$ cat config.mk
export PLATFORM = sky130hd
export DESIGN_NAME = pc_call_stack
export DESIGN_NICKNAME = d
export VERILOG_FILES = /design/src/rtl/pc_pkg.sv /design/src/rtl/lifo_stack.sv /design/src/rtl/pc_call_stack.sv
export SDC_FILE = /design/constraint.sdc
export NUM_CORES = 1
export LEC_CHECK = 0
export CORE_ASPECT_RATIO = 0.75
export CORE_UTILIZATION = 25
export CTS_CLUSTER_DIAMETER = 30
export DETAILED_ROUTE_END_ITERATION = 7
export HOLD_SLACK_MARGIN = 0.12
export SYNTH_ARGS = -nofsm -noshare
export SYNTH_HDL_FRONTEND = slang
export SYNTH_HIERARCHICAL = 1
export SYNTH_SLANG_ARGS = --single-unit
export TNS_END_PERCENT = 20
$ cat constraint.sdc
create_clock -name clk -period 3.4 [get_ports clk]
set_input_delay 0.85 -clock clk [delete_from_list [all_inputs] [get_ports clk]]
set_output_delay 0.85 -clock clk [all_outputs]
set_load 0.01 [all_outputs]
$ cat src/rtl/pc_pkg.sv
// ============================================================================
// pc_pkg : shared PC operation encoding and request priority select
// Rev 1.0 : initial release
// ============================================================================
`default_nettype none

package pc_pkg;

  typedef enum logic [2:0] {
    OP_HOLD  = 3'd0,
    OP_INC   = 3'd1,
    OP_LOAD  = 3'd2,
    OP_RET   = 3'd3,
    OP_CALL  = 3'd4,
    OP_RESET = 3'd5
  } pc_op_e;

  // One op per cycle; anything below the winner is dropped, not queued.
  function automatic pc_op_e pc_sel_op(input logic reset_req,
                                       input logic call_req,
                                       input logic ret_req,
                                       input logic load_req,
                                       input logic inc_req);
    pc_op_e op;
    if (reset_req)     op = OP_RESET;
    else if (call_req) op = OP_CALL;
    else if (ret_req)  op = OP_RET;
    else if (load_req) op = OP_LOAD;
    else if (inc_req)  op = OP_INC;
    else               op = OP_HOLD;
    return op;
  endfunction

endpackage : pc_pkg

`default_nettype wire

$ cat src/rtl/lifo_stack.sv
// ============================================================================
// lifo_stack : register-array LIFO; push-when-full and pop-when-empty ignored
// Rev 1.0 : initial release
// ============================================================================
`default_nettype none

module lifo_stack #(
  parameter int WIDTH = 16,
  parameter int DEPTH = 8,
  parameter int CNT_W = $clog2(DEPTH + 1)
) (
  input  logic             clk,
  input  logic             reset,
  input  logic             push_i,
  input  logic             pop_i,
  input  logic [WIDTH-1:0] push_data_i,
  output logic [WIDTH-1:0] top_o,
  output logic [CNT_W-1:0] depth_o,
  output logic             empty_o,
  output logic             full_o
);

  localparam int IDX_W = (DEPTH > 1) ? $clog2(DEPTH) : 1;
  localparam logic [CNT_W-1:0] C_DEPTH = CNT_W'(DEPTH);

  logic [WIDTH-1:0] mem_q [DEPTH];
  logic [CNT_W-1:0] depth_q;
  logic [CNT_W-1:0] depth_d;
  logic [CNT_W-1:0] rd_cnt;
  logic [IDX_W-1:0] wr_idx;
  logic [IDX_W-1:0] rd_idx;
  logic             do_push;
  logic             do_pop;

  assign empty_o = (depth_q == '0);
  assign full_o  = (depth_q == C_DEPTH);
  assign do_push = push_i && !full_o;
  assign do_pop  = pop_i && !empty_o && !push_i;

  assign rd_cnt = depth_q - CNT_W'(1);
  assign wr_idx = depth_q[IDX_W-1:0];
  assign rd_idx = rd_cnt[IDX_W-1:0];

  always_comb begin
    depth_d = depth_q;
    if (do_push)     depth_d = depth_q + CNT_W'(1);
    else if (do_pop) depth_d = rd_cnt;
  end

  always_ff @(posedge clk) begin
    if (reset) depth_q <= '0;
    else       depth_q <= depth_d;
  end

  // Entries are never reset; depth alone decides which ones are valid.
  always_ff @(posedge clk) begin
    if (!reset && do_push) mem_q[wr_idx] <= push_data_i;
  end

  assign top_o   = empty_o ? '0 : mem_q[rd_idx];
  assign depth_o = depth_q;

endmodule : lifo_stack

`default_nettype wire

$ cat src/rtl/pc_call_stack.sv
// ============================================================================
// pc_call_stack : program counter with hardware return-address stack
// Rev 1.0 : initial release
// ============================================================================
`default_nettype none

module pc_call_stack
  import pc_pkg::*;
#(
  parameter int WIDTH = 16,
  parameter int DEPTH = 8,
  parameter int CNT_W = $clog2(DEPTH + 1)
) (
  input  logic             clk,
  input  logic             reset,
  input  logic [WIDTH-1:0] in_value,
  input  logic             load,
  input  logic             increment,
  input  logic             call,
  input  logic             ret,
  output logic [WIDTH-1:0] out,
  output logic [CNT_W-1:0] depth,
  output logic             stack_empty,
  output logic             stack_full,
  output logic             overflow,
  output logic             underflow
);

  pc_op_e           op;
  logic [WIDTH-1:0] pc_q;
  logic [WIDTH-1:0] pc_inc;
  logic [WIDTH-1:0] stk_top;
  logic             ovf_q;
  logic             unf_q;

  assign op     = pc_sel_op(reset, call, ret, load, increment);
  assign pc_inc = pc_q + WIDTH'(1);

  lifo_stack #(
    .WIDTH (WIDTH),
    .DEPTH (DEPTH),
    .CNT_W (CNT_W)
  ) u_stack (
    .clk         (clk),
    .reset       (reset),
    .push_i      (op == OP_CALL),
    .pop_i       (op == OP_RET),
    .push_data_i (pc_inc),
    .top_o       (stk_top),
    .depth_o     (depth),
    .empty_o     (stack_empty),
    .full_o      (stack_full)
  );

  always_ff @(posedge clk) begin
    if (reset) begin
      pc_q  <= '0;
      ovf_q <= 1'b0;
      unf_q <= 1'b0;
    end else begin
      case (op)
        OP_CALL: begin
          pc_q <= in_value;
          if (stack_full) ovf_q <= 1'b1;
        end
        OP_RET: begin
          if (stack_empty) unf_q <= 1'b1;
          else             pc_q  <= stk_top;
        end
        OP_LOAD: pc_q <= in_value;
        OP_INC:  pc_q <= pc_inc;
        default: pc_q <= pc_q;
      endcase
    end
  end

  assign out       = pc_q;
  assign overflow  = ovf_q;
  assign underflow = unf_q;

endmodule : pc_call_stack

`default_nettype wire
# Word-level counts from Yosys, hierarchy flattened
# Memories as Yosys holds them, arrays and structs flattened.
# Index checks and enable logic that the tools add are counted.
[totals] regBits=22 mem_bits_rw=128 in_bits=22 output_inout_bits=24 elab_cells=40 mem_count=1
[mem_list] name="u_stack.mem_q" depth=8 width=16 rd=1 rd_clocked_by_memory_dff=0 write_ports=1 line_no="lifo_stack.sv:26" text="logic [WIDTH-1:0] mem_q [DEPTH];"
[op_classes] n_addsub=3 eq_ne=6 mux=11 n_reduce_logical=15
[ops] operator="16-bit one-hot mux with 3 select lines" count=1
[ops] operator="16-bit by 1-bit adder with 16-bit output, second input constant" count=1
[ops] operator="16-bit two-way mux" count=1
[ops] operator="4-bit two-way mux" count=2
[ops] operator="3-bit by 2-bit equality test with 1-bit output, second input constant" count=2
[ops] operator="3-bit two-way mux" count=2
[ops] operator="2-bit AND reduction" count=3
[ops] operator="4-bit by 1-bit adder with 4-bit output, second input constant" count=1
[ops] operator="4-bit equality test, second input constant" count=1
[ops] operator="1-bit logical AND" count=4
[ops] operator="1-bit logical NOT" count=4
[ops] operator="4-bit logical NOT" count=1
[ops] operator="2-bit two-way mux" count=2
[ops] operator="4-bit by 1-bit subtractor with 4-bit output, second input constant" count=1
[ops] operator="3-bit by 1-bit equality test with 1-bit output, second input constant" count=1
[ops] operator="3-bit equality test, second input constant" count=1
[ops] operator="1-bit two-way mux" count=3
[ops] operator="3-bit nonzero test" count=1
[ops] operator="2-bit != test, second input constant" count=1
[ops] operator="2-bit nonzero test" count=1
[ops] operator="2-bit OR reduction" count=1

# Logic depth before layout (Yosys ltp)
# Gate-level depths: netlist (run 1).
[depth] word_depth=10 mapped_depth=13 mapped_depth_nobuf=10

# By module
# The synthesis (run 1) kept the hierarchy.
[by_module_without_submodules] module="lifo_stack" instances=1 cells_each=273 area_each_um2=5290.1 seq_area_each_um2=3923.8
[by_module_without_submodules] module="pc_call_stack" instances=1 cells_each=190 area_each_um2=1475.2 seq_area_each_um2=360.3

# Least setup slack after synthesis (run 1)
# Ideal clock, no wire load.
[synth_timing] path_kind="in2reg" from="input reset" to="memory u_stack.mem_q[1][0] (enable)" setup_ns=0.409 arrival_ns=2.750 path_slack_ns=0.240 path_stages=5 path_buffers=1 cell_sequence="nand2b_1 inv_1 clkbuf_1 nand4_1 nor3_1"
[synth_via] elab_chain_len=6 elab_cells_between_ends=7
[synth_rtl] item="start, declared" line_no="pc_call_stack.sv:15" text="input logic reset,"
[synth_rtl] item="3-bit two-way mux" line_no="pc_pkg.sv:25" text="if (reset_req) op = OP_RESET;"
[synth_rtl] item="3-bit equality test" line_no="pc_call_stack.sv:46" text=".push_i (op == OP_CALL),"
[synth_rtl] item="1-bit logical AND" line_no="lifo_stack.sv:37" text="assign do_push = push_i && !full_o;"
[synth_rtl] item="1-bit logical AND *" line_no="lifo_stack.sv:57" text="if (!reset && do_push) mem_q[wr_idx] <= push_data_i;"
[synth_rtl] item="1-bit two-way mux *" line_no="lifo_stack.sv:57"
[synth_rtl] item="1-bit two-way mux (not written as such) *" line_no="lifo_stack.sv:57"
[synth_rtl] item="end, declared" line_no="lifo_stack.sv:26"
# Every way passes the cells marked *; elsewhere a longest branch is shown, timed or not.

# Worst setup path in the final report (run 1)
[layout_timing] from="register u_stack.depth_q[1] (netlist: u_stack/depth_o[1])" to="output stack_empty"
[layout_via] elab_chain_len=1
[layout_rtl] item="start, declared" line_no="lifo_stack.sv:27" text="logic [CNT_W-1:0] depth_q;"
[layout_rtl] item="start signal, assigned" line_no="lifo_stack.sv:52" text="else depth_q <= depth_d;"
[layout_rtl] item="4-bit logical NOT" line_no="lifo_stack.sv:35" text="assign empty_o = (depth_q == '0);"
[layout_rtl] item="end, declared" line_no="pc_call_stack.sv:23" text="output logic stack_empty,"
# Every way passes these cells.

==> reports/summary.txt, run 1 <==
N_diodes = 0
Worst-path maximum fanout = 9
Synth Register Bits = 150
Setup tns final = 0 ps
Layout Area Growth over Synthesis = 24.2%
Die width = 192 um
Largest net degree at the start of global routing = 38
Reg power frac = 45.4%
P_int = 3.43 mW
IO Pins = 46
DR WL/cell = 20.3 um
Syn avg cell area = 14.6 um2
DP HPWL = 12,300 um
Slew margin rel. = 49.8%
Vias = 4,393
Final worst-path cycle share = 95.0%
Cell area power density = 549 nW/um2
Max clock buf depth = 2
RSZ-0062 raised after global routing = no
Max incr delay on CP = 550 ps
Crit path DAT = 2380 ps
Antenna viol nets, final = 0
Pins Over Slew Limit = 0
TritonRoute pass-1 iters = 5
Required @ worst endpoint = 2550 ps
Maxcap violations = 0
Initial drt markers = 468
Setup-failing EPs final = 0
Post-CTS setup buffer count = 0
Clock H-tree levels = 4
Crit-path leading delay family = buffers and inverters
Ys Warns = 6
Total global-route track usage = 13.6%
Synth area leaders = edfxtp_1 (57%), mux4_2 (6.7%), dfxtp_1 (6.5%)
Async set or reset register ratio after synthesis = 0%
Final Util = 32.0%
Clock latency on the worst-skew pair = 420 ps
# fillers = 2,587
Status = finished clean
Std-Cell Rows = 51
Crit path cell chain = inv_1, ha_1, or3b_4, inv_1, clkdlybuf4s50_1
Core region area = 26,300 um2
Mapped Cells = 463
Initial antenna violation count = 0
Worst R2R Setup Slack = 700 ps
Grt total ovfl = 0
Synthesized cell area = 6770 um2
CTS tree = done
Final WL = 18,200 um
Design Area, Final = 8400 um2
Share of cells above drive strength 1 = 18.9%
DR DRC count = 0
Sequential element share of the synthesized area = 63.3%
Worst Path Buf+Inv = 3
GPL Wtd Cong = 0.913
Switching pwr = 1.18 mW
Nets = 561
Worst slew pin tran = 747 ps
Worst Path Class, Setup = reg2out
Gate power share = 12.6%
Area fraction of the dominant cell type after synthesis = 56.8%
P_leak = 2.87 nW
Area of the die = 27,700 um2
CP dominant cell by count = inv_1
Seq. cell area = 4290 um2
CTS clk-pin slew, worst paths = 70 ps
Dpl cell area = 7790 um2
Worst VDD drop = 0.000315 V
Post-Syn Nets = 488
Hold WC Path Type = reg2reg
Vias/cell = 4.92
Minimum clock period = 3230 ps
Most used DFF post-synth = edfxtp_1
Clk pwr share = 42.0%
Port bufs = 45
CTS buffer count = 17
Clock Tree Root = clkbuf_16
Slowest stage cell, crit path = clkdlybuf4s50_1
Final hold vios = 0
CP startpoint kind = flop
Clock Skew = 14.9 ps
Initial Util = 25.7%
First-pass GRT wire length = 27,100 um
Setup crit end kind = output pin
Sw frac = 25.7%
Number of global-route vias before repair = 4,153
Distinct cells, synth = 57
Fmax = 310 MHz
Area of the multi-input gates = 2170 um2
Clock sinks = 150
EDFF count, synth = 128
PostCTS Resize Cnt = 0
Cts hold-fix bufs = 0
Die H = 144 um
Synth area leader = edfxtp_1
[registers in the layout, indices dropped and copies added (netlist names)]
| signal | cells |
|---|---|
| out | 16 |
| overflow | 1 |
| u_stack/depth_o | 4 |
| u_stack/mem_q | 128 |
| underflow | 1 |
[cells in the final DEF (no fill, tap or decap), types with 10 or more instances in the layout]
| cell | n |
|---|---|
| a21oi_1 | 14 |
| xnor2_1 | 12 |
| mux4_1 | 12 |
| clkdlybuf4s50_1 | 45 |
| nand2_1 | 10 |
| nor2_1 | 17 |
| mux4_2 | 20 |
| inv_1 | 52 |
| o22ai_1 | 17 |
| dfxtp_1 | 21 |
| edfxtp_1 | 128 |
| buf_4 | 32 |
| clkbuf_16 | 17 |
[cells in the mapped netlist, types with 6 or more instances]
cell type / number
mux4_2: 20
o32ai_1: 7
nand4_1: 6
nand2_1: 10
nor3_1: 11
clkbuf_1: 7
o21ai_0: 7
nor4_1: 8
o211a_1: 6
xnor2_1: 12
nand3_1: 9
inv_1: 52
dfxtp_1: 22
buf_2: 11
a221oi_1: 9
mux4_1: 12
o22ai_1: 17
edfxtp_1: 128
nor2_1: 23
a21oi_1: 14
[area by class of cell]
class	count	share of cell area (%)
Clock buffer	17	5.06
Clock inverter	15	2.19
Inverter	52	2.32
Multi-Input combinational cell	237	25.8
Sequential cell	150	51.0
Tap cell	344	5.12
Timing Repair Buffer	78	8.46
[worst paths after layout]
| path | startpoint | end | depth (start not counted) |
|---|---|---|---|
| setup / recovery | u_stack/depth_o[1] | stack_empty | 5 |
| hold / removal | underflow | underflow | 2 |
| hold reg to reg | underflow | underflow | 2 |
| setup reg to reg | u_stack/depth_o[1] | out[5] | 8 |
[power groups by stage]
stage	Combinational (mW)	Sequential [mW]	Clock [mW]
2_1_floorplan	0.356	2.13	0
3_3_place_gp	0.577	2.14	0
3_5_place_dp	0.582	2.13	0
4_1_cts	0.584	2.09	1.97
5_1_grt	0.626	2.10	2.04
6_report	0.581	2.09	1.94
[per-layer routing]
metal	vias to the layer above	routed length [um]	GRT usage [%]
met5	-	0	0
met4	0	140	2.46
met3	12	1360	3.93
met2	164	8090	19.9
met1	2233	8580	19.9
li1	1984	-	-
[cell families after synthesis]
| logic type | share of synthesized area [%] |
|---|---|
| flops | 63.3 |
| fa+ha+maj | 0.555 |
| simple gates | 7.36 |
| buf+inv | 4.96 |
| mux | 11.6 |
| compound gates | 9.99 |
| xor+xnor | 2.20 |
[worst reg2reg max path, stage by stage (launching register included)]
cell and delay [ps]:
dfxtp_1 540, inv_1 150, ha_1 290, or3b_4 290
inv_1 70, and3b_1 200, or3_1 560, a31o_2 300
a221oi_1 230
[stage by stage]
step           setup slack [ps]  instances  hold WS (ps)  power [mW]
2_1_floorplan               240        463           505        2.48
3_3_place_gp                418        861           456        2.71
3_5_place_dp                363        861           464        2.72
4_1_cts                     173        893           480        4.65
5_1_grt                    67.4        893           501        4.77
6_report                    171        893           473        4.62
Power figures use the tool's default switching activity.
==> run 2, diff against run 1 <==
==> constraint.sdc (replaced) <==
create_clock -name clk -period 3.76 [get_ports clk]
set_input_delay 0.94 -clock clk [delete_from_list [all_inputs] [get_ports clk]]
set_output_delay 0.94 -clock clk [all_outputs]
set_load 0.01 [all_outputs]
==> reports/summary.txt, run 2 (synthesized netlist as in run 1, its figures left out) <==
Vias = 4,286 (-2.4%)
Worst-path maximum fanout = 9 (unchanged)
Area of the die = 27,700 um2 (unchanged)
DR DRC count = 0 (unchanged)
Max reg flops = 128 (unchanged)
Port bufs = 45 (unchanged)
Layout Area Growth over Synthesis = 23.3%
Max clock buf depth = 2 (unchanged)
Setup-failing EPs final = 0 (unchanged)
Die width = 192 um (unchanged)
CTS clk-pin slew, worst paths = 70 ps (about the same)
Setup tns final = 0 ps (unchanged)
Setup crit end kind = output pin
Worst Path Class, Setup = reg2out
Area of the multi-input gates = 2170 um2 (unchanged)
Std-Cell Rows = 51 (unchanged)
Share of cells above drive strength 1 = 17.5% (-1.4 points)
Antenna viol nets, final = 0 (unchanged)
Minimum clock period = 3320 ps
Worst VDD drop = 0.000299 V (-5.2%)
DR WL/cell = 20.0 um (-1.4%)
Hold WC Path Type = reg2reg
CP startpoint kind = flop
Seq. cell area = 4290 um2 (unchanged)
TritonRoute pass-1 iters = 5 (unchanged)
Vias/cell = 4.84 (-1.7%)
Fmax = 302 MHz
Initial antenna violation count = 0 (unchanged)
CTS buffer count = 17 (unchanged)
Final hold vios = 0 (unchanged)
Core region area = 26,300 um2 (unchanged)
Clock sinks = 150 (unchanged)
PostCTS Resize Cnt = 0 (unchanged)
Clock Tree Root = clkbuf_16
DP HPWL = 12,000 um (-2.0%)
First-pass GRT wire length = 26,800 um (-1.1%)
# fillers = 2,596 (+0.35%)
Cts hold-fix bufs = 0 (unchanged)
Post-CTS setup buffer count = 0 (unchanged)
Cell area power density = 489 nW/um2 (-11%)
Initial drt markers = 527 (+13%)
Clock latency on the worst-skew pair = 420 ps (about the same)
P_leak = 2.81 nW (-2.1%)
CTS tree = done
Largest Register = u_stack/mem_q
Nets = 554 (-1.2%)
Largest net degree at the start of global routing = 38 (unchanged)
Required @ worst endpoint = 2820 ps (+270 ps)
Clock H-tree levels = 4 (unchanged)
Number of global-route vias before repair = 4,230 (+1.9%)
N_diodes = 0 (unchanged)
Most frequent cells in the layout = edfxtp_1 (128), inv_1 (52), clkdlybuf4s50_1 (45), buf_4 (23), dfxtp_1 (21)
Worst slew pin tran = 864 ps (+118 ps)
RSZ-0062 raised after global routing = no
Maxcap violations = 0 (unchanged)
Status = finished clean
Die H = 144 um (unchanged)
Most common cell after layout, fill and taps aside = edfxtp_1
Clock Skew = 9.13 ps (-5.75 ps)
Total global-route track usage = 13.6% (-0.029 points)
Pins Over Slew Limit = 0 (unchanged)
Grt total ovfl = 0 (unchanged)
IO Pins = 46 (unchanged)
Crit path DAT = 2380 ps (about the same)
Final worst-path cycle share = 88.2%
GPL Wtd Cong = 0.859 (-6.0%)
Initial Util = 25.7% (unchanged)
Min Hold Slack = 480 ps (+6.82 ps)
Slew margin rel. = 41.8% (-8.0 points)
Final WL = 17,800 um (-2.2%)
-- run 2: cell count changes in the layout (fill, tap and decap cells not counted), sizes merged --
cell / change
buf: -7
clkbuf: +1
inv: -4
clkinvlp: +3
-- run 2: critical path, stage by stage, from the launching register on --
cell,delay (ps)
dfxtp_1,440
inv_1,150
ha_1,260
or3b_4,440
inv_1,120
clkdlybuf4s50_1,550
-- run 2: metrics by stage --
stage / setup WS (ps) / cells / total power, mW / utilization [%] / instance area, um2
floorplan: 510 / 463 / 2.25 / - / 6770
global placement: 552 / 854 / 2.44 / 29.5 / 7760
detailed placement: 492 / 854 / 2.44 / 29.5 / 7760
CTS: 444 / 886 / 4.12 / 31.7 / 8340
global route: 307 / 886 / 4.24 / 31.7 / 8340
finish: 445 / 886 / 4.08 / 31.7 / 8340
-- run 2: metal layers --
| layer | GRT usage [%] | part of all wire (%) | vias up | routed length [um] |
|---|---|---|---|---|
| met5 | 0 | 0 | - | 0 |
| li1 | - | - | 1967 | - |
| met3 | 4.05 | 6.7 | 22 | 1190 |
| met1 | 19.2 | 47 | 2138 | 8420 |
| met2 | 19.7 | 44 | 159 | 7800 |
| met4 | 4.34 | 2.0 | 0 | 348 |
-- run 2: where the power goes --
part / internal (mW) / switching (mW) / total, mW
clock: 0.983 / 0.696 / 1.68
sequential: 1.86 / 0.0424 / 1.90
combinational: 0.228 / 0.276 / 0.504
total: 3.07 / 1.01 / 4.08
-- run 2: path summary, 6_finish.rpt --
kind / startpoint / depth (start not counted) / to / slack, ps
worst min-delay path: underflow / 2 / underflow / 480
worst min register to register: underflow / 2 / underflow / 480
worst max-delay path: u_stack/depth_o[1] / 5 / stack_empty / 440
worst max register to register: u_stack/depth_o[1] / 10 / out[7] / 820
-- run 2: area by class of cell --
class / count / area share (%)
clock buffers: 18 / 5.14
clock inverters: 14 / 1.78
inverters: 52 / 2.34
multi-input cells: 237 / 26.0
flip-flops and latches: 150 / 51.4
well taps: 344 / 5.16
repair buffers: 71 / 8.19
